==> src/rtl/rs_station_param.sv <==
// rs_station_param -- Tomasulo reservation station for one functional unit.
//
// Holds up to DEPTH dispatched instructions. Each cycle it snoops one CDB
// broadcast and captures operands by producer tag. It issues the oldest entry
// whose operands are both present. Entry i owns producer tag UNIT_BASE + i.
//
// Ports
//   clk_i, rst_i        clock, synchronous active-high reset
//   flush_i             synchronous clear of all entries (mispredict)
//   disp_*              dispatch request/handshake; disp_tag_o = tag allocated
//   cdb_*               common data bus snoop (valid, tag, data)
//   iss_*               issue request/handshake towards the execution unit
//   count_o             number of busy entries (0..DEPTH)
module rs_station_param #(
  parameter int               DEPTH     = 8,
  parameter int               WORD_W    = 32,
  parameter int               TAG_W     = 8,
  parameter int               OP_W      = 3,
  parameter logic [TAG_W-1:0] UNIT_BASE = 'h20
) (
  input  logic                         clk_i,
  input  logic                         rst_i,
  input  logic                         flush_i,
  input  logic                         disp_valid_i,
  output logic                         disp_ready_o,
  input  logic [OP_W-1:0]              disp_op_i,
  input  logic                         disp_a_rdy_i,
  input  logic [TAG_W-1:0]             disp_a_tag_i,
  input  logic [WORD_W-1:0]            disp_a_val_i,
  input  logic                         disp_b_rdy_i,
  input  logic [TAG_W-1:0]             disp_b_tag_i,
  input  logic [WORD_W-1:0]            disp_b_val_i,
  output logic [TAG_W-1:0]             disp_tag_o,
  input  logic                         cdb_valid_i,
  input  logic [TAG_W-1:0]             cdb_tag_i,
  input  logic [WORD_W-1:0]            cdb_data_i,
  output logic                         iss_valid_o,
  input  logic                         iss_ready_i,
  output logic [OP_W-1:0]              iss_op_o,
  output logic [WORD_W-1:0]            iss_a_o,
  output logic [WORD_W-1:0]            iss_b_o,
  output logic [TAG_W-1:0]             iss_tag_o,
  output logic [$clog2(DEPTH+1)-1:0]   count_o
);
  localparam int IW = $clog2(DEPTH);
  localparam int CW = $clog2(DEPTH+1);

  logic [DEPTH-1:0]  busy_q, busy_d, a_rdy_q, a_rdy_d, b_rdy_q, b_rdy_d;
  logic [OP_W-1:0]   op_q    [DEPTH];
  logic [OP_W-1:0]   op_d    [DEPTH];
  logic [TAG_W-1:0]  a_tag_q [DEPTH];
  logic [TAG_W-1:0]  a_tag_d [DEPTH];
  logic [TAG_W-1:0]  b_tag_q [DEPTH];
  logic [TAG_W-1:0]  b_tag_d [DEPTH];
  logic [WORD_W-1:0] a_val_q [DEPTH];
  logic [WORD_W-1:0] a_val_d [DEPTH];
  logic [WORD_W-1:0] b_val_q [DEPTH];
  logic [WORD_W-1:0] b_val_d [DEPTH];
  // age_q[i][j] = 1 means entry i is older than entry j. Only meaningful
  // between busy entries; stale bits for free entries are rewritten on alloc.
  logic [DEPTH-1:0]  age_q   [DEPTH];
  logic [DEPTH-1:0]  age_d   [DEPTH];

  logic [CW-1:0]     cnt;
  logic [IW-1:0]     alloc_idx, sel_idx;
  logic              sel_ok, disp_fire, iss_fire, fwd_a, fwd_b;
  logic [DEPTH-1:0]  cand;

  // Occupancy and lowest-free allocation, both from pre-edge busy.
  always_comb begin
    cnt       = '0;
    alloc_idx = '0;
    for (int i = DEPTH-1; i >= 0; i--) begin
      cnt = cnt + CW'(busy_q[i]);
      if (!busy_q[i]) alloc_idx = IW'(i);
    end
  end

  assign count_o      = cnt;
  assign disp_ready_o = (cnt != CW'(DEPTH));
  assign disp_tag_o   = UNIT_BASE + TAG_W'(alloc_idx);
  assign disp_fire    = disp_valid_i & disp_ready_o;

  // Oldest-ready select: a candidate wins if it is older than every other
  // candidate. The age matrix is a total order on busy entries, so at most
  // one wins.
  assign cand = busy_q & a_rdy_q & b_rdy_q;

  always_comb begin
    logic oldest;
    sel_idx = '0;
    sel_ok  = 1'b0;
    for (int i = 0; i < DEPTH; i++) begin
      oldest = cand[i];
      for (int j = 0; j < DEPTH; j++)
        if (j != i && cand[j] && !age_q[i][j]) oldest = 1'b0;
      if (oldest && !sel_ok) begin
        sel_idx = IW'(i);
        sel_ok  = 1'b1;
      end
    end
  end

  assign iss_valid_o = sel_ok;
  assign iss_op_o    = sel_ok ? op_q[sel_idx]    : '0;
  assign iss_a_o     = sel_ok ? a_val_q[sel_idx] : '0;
  assign iss_b_o     = sel_ok ? b_val_q[sel_idx] : '0;
  assign iss_tag_o   = sel_ok ? UNIT_BASE + TAG_W'(sel_idx) : '0;
  assign iss_fire    = sel_ok & iss_ready_i;

  // A result broadcast in the dispatch cycle would otherwise slip past the
  // new entry, since it is not yet busy and cannot snoop.
  assign fwd_a = cdb_valid_i && !disp_a_rdy_i && (cdb_tag_i == disp_a_tag_i);
  assign fwd_b = cdb_valid_i && !disp_b_rdy_i && (cdb_tag_i == disp_b_tag_i);

  always_comb begin
    busy_d  = busy_q;
    a_rdy_d = a_rdy_q;
    b_rdy_d = b_rdy_q;
    op_d    = op_q;
    a_tag_d = a_tag_q;
    b_tag_d = b_tag_q;
    a_val_d = a_val_q;
    b_val_d = b_val_q;
    age_d   = age_q;

    for (int i = 0; i < DEPTH; i++) begin
      if (busy_q[i] && !a_rdy_q[i] && cdb_valid_i && cdb_tag_i == a_tag_q[i]) begin
        a_rdy_d[i] = 1'b1;
        a_val_d[i] = cdb_data_i;
      end
      if (busy_q[i] && !b_rdy_q[i] && cdb_valid_i && cdb_tag_i == b_tag_q[i]) begin
        b_rdy_d[i] = 1'b1;
        b_val_d[i] = cdb_data_i;
      end
    end

    if (iss_fire) busy_d[sel_idx] = 1'b0;

    // alloc_idx is never the issuing entry: it was free before the edge.
    if (disp_fire) begin
      busy_d[alloc_idx]  = 1'b1;
      op_d[alloc_idx]    = disp_op_i;
      a_tag_d[alloc_idx] = disp_a_tag_i;
      b_tag_d[alloc_idx] = disp_b_tag_i;
      a_rdy_d[alloc_idx] = disp_a_rdy_i | fwd_a;
      b_rdy_d[alloc_idx] = disp_b_rdy_i | fwd_b;
      a_val_d[alloc_idx] = fwd_a ? cdb_data_i : disp_a_val_i;
      b_val_d[alloc_idx] = fwd_b ? cdb_data_i : disp_b_val_i;
      for (int j = 0; j < DEPTH; j++) age_d[j][alloc_idx] = busy_q[j];
      age_d[alloc_idx] = '0;
    end

    if (flush_i) begin
      busy_d = '0;
      for (int i = 0; i < DEPTH; i++) age_d[i] = '0;
    end
  end

  always_ff @(posedge clk_i) begin
    if (rst_i) begin
      busy_q <= '0;
      for (int i = 0; i < DEPTH; i++) age_q[i] <= '0;
    end else begin
      busy_q <= busy_d;
      age_q  <= age_d;
    end
  end

  // Payload needs no reset: it is only observed through busy entries.
  always_ff @(posedge clk_i) begin
    a_rdy_q <= a_rdy_d;
    b_rdy_q <= b_rdy_d;
    op_q    <= op_d;
    a_tag_q <= a_tag_d;
    b_tag_q <= b_tag_d;
    a_val_q <= a_val_d;
    b_val_q <= b_val_d;
  end
endmodule

==> config.mk <==
export PLATFORM = sky130hd
export DESIGN_NAME = rs_station_param
export DESIGN_NICKNAME = d
export VERILOG_FILES = /design/src/rtl/rs_station_param.sv
export SDC_FILE = /design/constraint.sdc
export NUM_CORES = 2
export LEC_CHECK = 0
export CAP_MARGIN = 20
export CELL_PAD_IN_SITES_DETAIL_PLACEMENT = 0
export CELL_PAD_IN_SITES_GLOBAL_PLACEMENT = 2
export CORE_MARGIN = 4
export CORE_UTILIZATION = 39
export DETAILED_ROUTE_END_ITERATION = 8
export GPL_ROUTABILITY_DRIVEN = 0
export PLACE_DENSITY = 0.93
export SLEW_MARGIN = 20
export SYNTH_ARGS = -nofsm -noshare
export SYNTH_HDL_FRONTEND = slang
export SYNTH_SLANG_ARGS = --single-unit
==> constraint.sdc <==
create_clock -name clk_i -period 7.77 [get_ports clk_i]
set_clock_uncertainty 0.05 [all_clocks]
set_input_delay 0.777 -clock clk_i [delete_from_list [all_inputs] [get_ports clk_i]]
set_output_delay 0.777 -clock clk_i [all_outputs]
set_load 0.02 [all_outputs]
* Word level (Yosys, flattened, before mapping)
Cells that the tools add are included.
** Operators by class
- Add/subtract/negate cells :: 9
- Order comparisons :: 7
- Equality and inequality tests :: 19
- Multiplexer cells :: 157
- Bitwise operators :: 13
- Reduce and logical (&&, ||, !) cells :: 200
** Operator list (number)
- 32-bit two-way mux :: 25
- 256-bit bitwise mux :: 2
- 256-bit two-way mux :: 2
- 32-bit binary-select mux with 3-bit select :: 2
- 8-bit equality test :: 18
- 64-bit bitwise mux :: 2
- 1-bit logical AND :: 118
- 32-bit demux with 3-bit select :: 1
- 1-bit two-way mux :: 83
- 1-bit zero test :: 81
- 8-bit bitwise mux :: 10
- 64-bit AND :: 1
- 64-bit inverter :: 1
- 3-bit two-way mux :: 16
- 8-bit two-way mux :: 5
- 8-bit AND :: 3
- 24-bit bitwise mux :: 1
- 8-bit demux with 3-bit select :: 1
- 4-bit by 1-bit adder with 4-bit output :: 4
- 6-bit by 3-bit adder with 7-bit output (first input constant) :: 2
- 3-bit binary-select mux with 3-bit select :: 1
- 3-bit demux with 3-bit select :: 1
- 4-bit greater-or-equal comparator (second input constant) :: 2
- 3-bit by 4-bit < comparator with 1-bit output (second input constant) :: 2
- 15 further kinds :: 21
** Storage, ports and cells
- Bits in registers :: 752
- Input bits :: 131

* Depth between registers and ports, before layout
- Depth after elaboration :: 41
- Mapped depth :: 19
- Depth with buffers taken out :: 16

* Worst setup path before layout
No wires, ideal clock.
- Path type :: reg-to-reg
- Start point :: register busy_q[1]
- End point :: register a_tag_q[10] in the netlist's numbering (enable)
- Library setup time :: 0.391 ns
- Data arrival time :: 4.334 ns
- Path slack :: 2.996 ns
- Stages on the path, launching flop included :: 15
- Buffers on the path :: 2
- Period minus slack after synthesis :: 4.774 ns
- Path through :: dfxtp_1 -> fa_1 -> inv_1 -> fa_1 -> fa_1 -> inv_1 -> ha_1 -> inv_1 -> fa_1 -> nand2b_1 -> o41ai_2 -> or3_1 -> clkbuf_1 -> nor2_1 -> clkbuf_1
** On the way
- Cells in the longest elaborated chain, start to end :: 4
** RTL lines
- start, declared :: line 48 : logic [DEPTH-1:0] busy_q, busy_d, a_rdy_q, a_rdy_d, b_rdy_q, b_rdy_d;
- start signal, assigned :: line 165 : busy_q <= busy_d;
- 4-bit by 1-bit adder with 4-bit output (2 in a row) :: line 74 : cnt = cnt + CW'(busy_q[i]);
- 4-bit inequality test :: line 80 : assign disp_ready_o = (cnt != CW'(DEPTH));
- 1-bit AND :: line 82 : assign disp_fire = disp_valid_i & disp_ready_o;
- end signal, assigned :: line 175 : a_tag_q <= a_tag_d;
- end, declared :: line 51 : logic [TAG_W-1:0] a_tag_q [DEPTH];
Every way passes these cells.
A chain may end at the register's enable or synchronous reset.

* Final worst setup path
- Start point :: register busy_q[3]
- End point :: output iss_a_o[31]
** On the way
- Cells in the longest elaborated chain, start to end :: 35
- Elaborated cells between the ends (all ways) :: 81
- Classes of those cells :: mux: 57; bitwise: 3; reduce/logical: 21
** RTL lines
- 8-bit AND * (2 in a row) :: line 87 : assign cand = busy_q & a_rdy_q & b_rdy_q;
- 1-bit logical AND :: line 96 : if (j != i && cand[j] && !age_q[i][j]) oldest = 1'b0;
- 1-bit two-way mux (5 in a row) :: line 96
- 1-bit two-way mux :: line 97 : if (oldest && !sel_ok) begin
- 1-bit zero test :: line 97
- 1-bit logical AND :: line 97
- 1-bit two-way mux :: line 97
- 1-bit zero test :: line 97
- [... 13 more ...]
- 1-bit two-way mux :: line 97
- 1-bit zero test :: line 97
- 1-bit logical AND :: line 97
- 3-bit two-way mux :: line 97
- 3-bit inverter with 4-bit output (not written as such) :: line 106 : assign iss_a_o = sel_ok ? a_val_q[sel_idx] : '0;
- 32-bit binary-select mux with 3-bit select :: line 106
- 32-bit two-way mux (not written as such) (2 in a row) :: line 106
- 32-bit two-way mux * :: line 106
- end, declared :: line 40 : output logic [WORD_W-1:0] iss_a_o,
Mark *: on every way between the ends. The rest lies on a longest branch, timed or not. The select of a mux whose other input is x is not followed.

==> impl_results.md <==
- Run status: complete, no violations
- Final core utilization: 0.458
- Met1 wire length: 53,900 um
- Post-Route Hold Slack: just over 0.4 ns
- Global-route wire length before repair: 189,000 um
- Layout filler cell count: 8,324
- Async set or reset register ratio after synthesis: 0
- Placed Cells incl. Taps: 4,973
- Arr. time, crit path: 6.09 ns
- Number of nets still failing antenna checks after routing: 0
- Number of sinks on the clock net: 744
- Horizontal die dimension: 302 um
- Standard cell core area: 85,400 sq um
- All-Layer GR Usage: 0.270
- Initial DRT Pass Iterations: 6
- Layout-stage area growth over the synthesis result: 16.3%
- Final layout net count: slightly above 4,000
- Post-route cell area: roughly 39,000 sq um
- Hold bufs inserted after CTS: 0
- Via-per-instance ratio: 5.88
- Hold WC Path Type: reg -> reg
- Worst-case clock buffer depth: 3
- Achievable Freq: 144 MHz
- Drt initial violations: 3,035
- Die area: 91,000 sq um
- Share of final-layout standard cells stronger than drive strength 1: 0.0832
- Kind of start point of the critical path: flop
- CP Cell Sequence: nand3_2, o2111ai_1, or4_1, nand4_2, or4_4, and2_4, inv_6, buf_4, a211oi_1, nor4_1, clkdlybuf4s50_1
- Worst-case setup slack after placement: 1.65 ns
- Post-layout total power: 9.03 mW
- Number of failing hold endpoints at the final stage: 0
- Shortest clock period the worst path allows after layout: 6.92 ns
- Y dimension of the die: 302 um
- Routed vias: 30,200
- Clock tree from TritonCTS: done
- Initial antenna violation count: 13
- Critical path capture point type: output port
- Final wirelength: 127,000 um
- Area of the mapped netlist: 33,600 sq um
- Yosys synthesis warning count: 0
- Max-slew violation count: 0
- Amount of wire on met3 after detailed routing: 10,100 um
- Cts bufs inserted: 83
- Critical path start-end classification: reg -> out
- Primary flip-flop cell chosen by synthesis mapping: sky130_fd_sc_hd__dfxtp_1
- Post-detailed-placement cell area: between 30,000 and 40,000 sq um
- Root buffer cell: sky130_fd_sc_hd__clkbuf_16
- Max-Cap Viols: 0
- Final setup viols: 0
- IR drop worst, VDD: 0.000153 V
- Gates resized, CTS repair: 0
- Critical Path Fanout Max: 77
- Flip-flop and latch count after synthesis: 744
- Clock Pin Slew Worst Setup and Hold Paths: 0.07 ns
- Count of unresolved DRC violations after routing: 0
- Worst-Margin Slew: 1.14 ns
- Detailed placer's ending HPWL: between 70,000 and 80,000 um
- Sequential fraction of the synthesis area: 0.488
- Leakage: 14.7 nW
- Port Buffer Count: 210
- Cell with the biggest individual delay on the critical path: sky130_fd_sc_hd__or4_4
- Global-route congestion overflow total: 0
- Highest cell delay on the worst timing path: approximately 0.84 ns
- Commonest cells after routing, fill and taps aside: sky130_fd_sc_hd__nor2_1, sky130_fd_sc_hd__dfxtp_1, sky130_fd_sc_hd__o22ai_1
- Via count of the first global-routing pass: about 29,000
- Clock latency reported for the late side of the worst-skew pair: 0.66 ns
- Post-detailed-route wirelength per cell: 24.8 um
- Final cell count without fillers: between 5,000 and 6,000
- Top Layer Used: met5
- H-tree depth: 3
- Number of placed I/O pins: 220
- Fin worst setup slack: 0.849 ns
- Most common cell after layout, fill and taps aside: sky130_fd_sc_hd__nor2_1
- Number of enable-type register cells in the synthesized netlist: ~150
- Largest net degree at the start of global routing: 172
- Area occupied by multi-input gates: around 15,000 sq um
- Data required time of the worst path: 6.94 ns
- Final setup TNS: 0 ns
- Mean cell area of the mapped netlist: around 8.4 sq um
- Count of mapped cells out of synthesis: between 3,000 and 4,000
- Area of all sequential standard cells: 16,400 sq um
- Placement Rows: approximately 110
- Number of buffers inserted by post-CTS setup repair: 0
- RSZ-0062 raised after global routing: no
- Portion of the clock cycle consumed by the worst path in the final layout: 0.891
- Effective utilization at floorplan: 0.394
- Number of distinct library cells after synthesis: 65
- Sum of met2 wire segment lengths after detailed routing: 58,400 um
- Headroom to the max-slew limit: 0.236
- Power per standard cell area: between 200 and 250 nW/um^2
worst max-delay path: cells and delay by family (launching register included):
| kind | cells | cell delay, ns |
|---|---|---|
| simple gates | 6 | 2.56 |
| compound gates | 2 | 0.40 |
| buf+inv | 3 | 1.72 |
| flops | 1 | 0.62 |
kinds of logic (layout without fill, tap and decap cells):
logic type	count (synthesis)	after routing	synth area share
adder cells (fa/ha/maj)	7	7	0.00350
XOR/XNOR	145	145	0.0378
other	2	15	0.000223
multiplexers	58	58	0.0193
buffers and inverters	483	468	0.0621
flip-flops	744	744	0.488
AND/OR/NAND/NOR	1633	1633	0.214
AO/OA/AOI/OAI	916	916	0.175
layout make-up:
| class | instances | share of cell area |
|---|---|---|
| Antenna cell | 6 | 0.000384 |
| Clock buffer | 109 | 0.0579 |
| Clock inverter | 42 | 0.0177 |
| Inverter | 25 | 0.00253 |
| Multi-Input combinational cell | 2768 | 0.394 |
| Sequential cell | 744 | 0.420 |
| Tap cell | 1144 | 0.0366 |
| Timing Repair Buffer | 292 | 0.0714 |
where the power goes:
| group | switching (mW) | total, mW | leakage, nW | internal (mW) |
|---|---|---|---|---|
| Sequential | 0.0942 | 4.20 | 6.20 | 4.11 |
| Combinational | 0.360 | 0.607 | 7.04 | 0.247 |
| Clock | 1.73 | 4.22 | 1.43 | 2.49 |
| Total | 2.19 | 9.03 | 14.7 | 6.85 |
worst paths after layout:
path	from	end	slack, ns	cells after the start
max	busy_q[3]	iss_a_o[31]	0.85	11
min	age_q[48]	age_q[48]	0.41	2
max reg2reg	busy_q[1]	b_val_q[231]	1.47	17
min reg2reg	age_q[48]	age_q[48]	0.41	2
Yosys cell counts (3+ instances only):
library cell | number | area (sq um)
sky130_fd_sc_hd__a311oi_1 | 11 | 96.3
sky130_fd_sc_hd__buf_4 | 25 | 188
sky130_fd_sc_hd__or2_2 | 20 | 125
sky130_fd_sc_hd__clkbuf_1 | 299 | 1120
sky130_fd_sc_hd__nand4b_1 | 16 | 140
sky130_fd_sc_hd__or3_1 | 14 | 87.6
sky130_fd_sc_hd__nor3_1 | 28 | 140
sky130_fd_sc_hd__buf_2 | 64 | 320
sky130_fd_sc_hd__o21bai_1 | 4 | 30.0
sky130_fd_sc_hd__o221a_2 | 3 | 33.8
sky130_fd_sc_hd__and3_1 | 193 | 1210
sky130_fd_sc_hd__or4_1 | 3 | 22.5
sky130_fd_sc_hd__nand2_1 | 136 | 510
sky130_fd_sc_hd__o22ai_1 | 526 | 3290
sky130_fd_sc_hd__nand3_1 | 17 | 85.1
sky130_fd_sc_hd__nand2b_1 | 4 | 25.0
sky130_fd_sc_hd__edfxtp_1 | 152 | 4560
sky130_fd_sc_hd__dfxtp_1 | 592 | 11900
sky130_fd_sc_hd__o21ai_0 | 75 | 375
sky130_fd_sc_hd__o21a_1 | 6 | 45.0
sky130_fd_sc_hd__nor2_1 | 1085 | 4070
sky130_fd_sc_hd__clkbuf_2 | 3 | 15.0
sky130_fd_sc_hd__buf_6 | 9 | 101
sky130_fd_sc_hd__ha_1 | 3 | 37.5
sky130_fd_sc_hd__a31o_2 | 11 | 96.3
sky130_fd_sc_hd__inv_1 | 22 | 82.6
sky130_fd_sc_hd__a211oi_1 | 181 | 1360
sky130_fd_sc_hd__mux2_2 | 45 | 507
sky130_fd_sc_hd__buf_1 | 54 | 203
sky130_fd_sc_hd__o2111ai_1 | 5 | 43.8
sky130_fd_sc_hd__fa_1 | 4 | 80.1
sky130_fd_sc_hd__mux2_1 | 11 | 124
sky130_fd_sc_hd__o21ai_1 | 5 | 25.0
sky130_fd_sc_hd__a21oi_1 | 76 | 380
sky130_fd_sc_hd__xor2_1 | 48 | 420
sky130_fd_sc_hd__nand4_1 | 20 | 125
sky130_fd_sc_hd__nor4_1 | 85 | 532
sky130_fd_sc_hd__xnor2_1 | 97 | 850
registers in the layout, indices dropped and copies added (netlist names):
register,count
a_tag_q,64
b_tag_q,64
age_q,56
b_rdy_q,8
a_rdy_q,8
a_val_q,256
op_q,24
busy_q,8
b_val_q,256
metal layers:
layer	GRT usage	vias to the layer above
met5	0	-
met4	0.104	8
met3	0.0425	235
met2	0.437	1338
met1	0.364	14600
li1	-	14000
No activity file was read; power rests on OpenSTA's default activity.
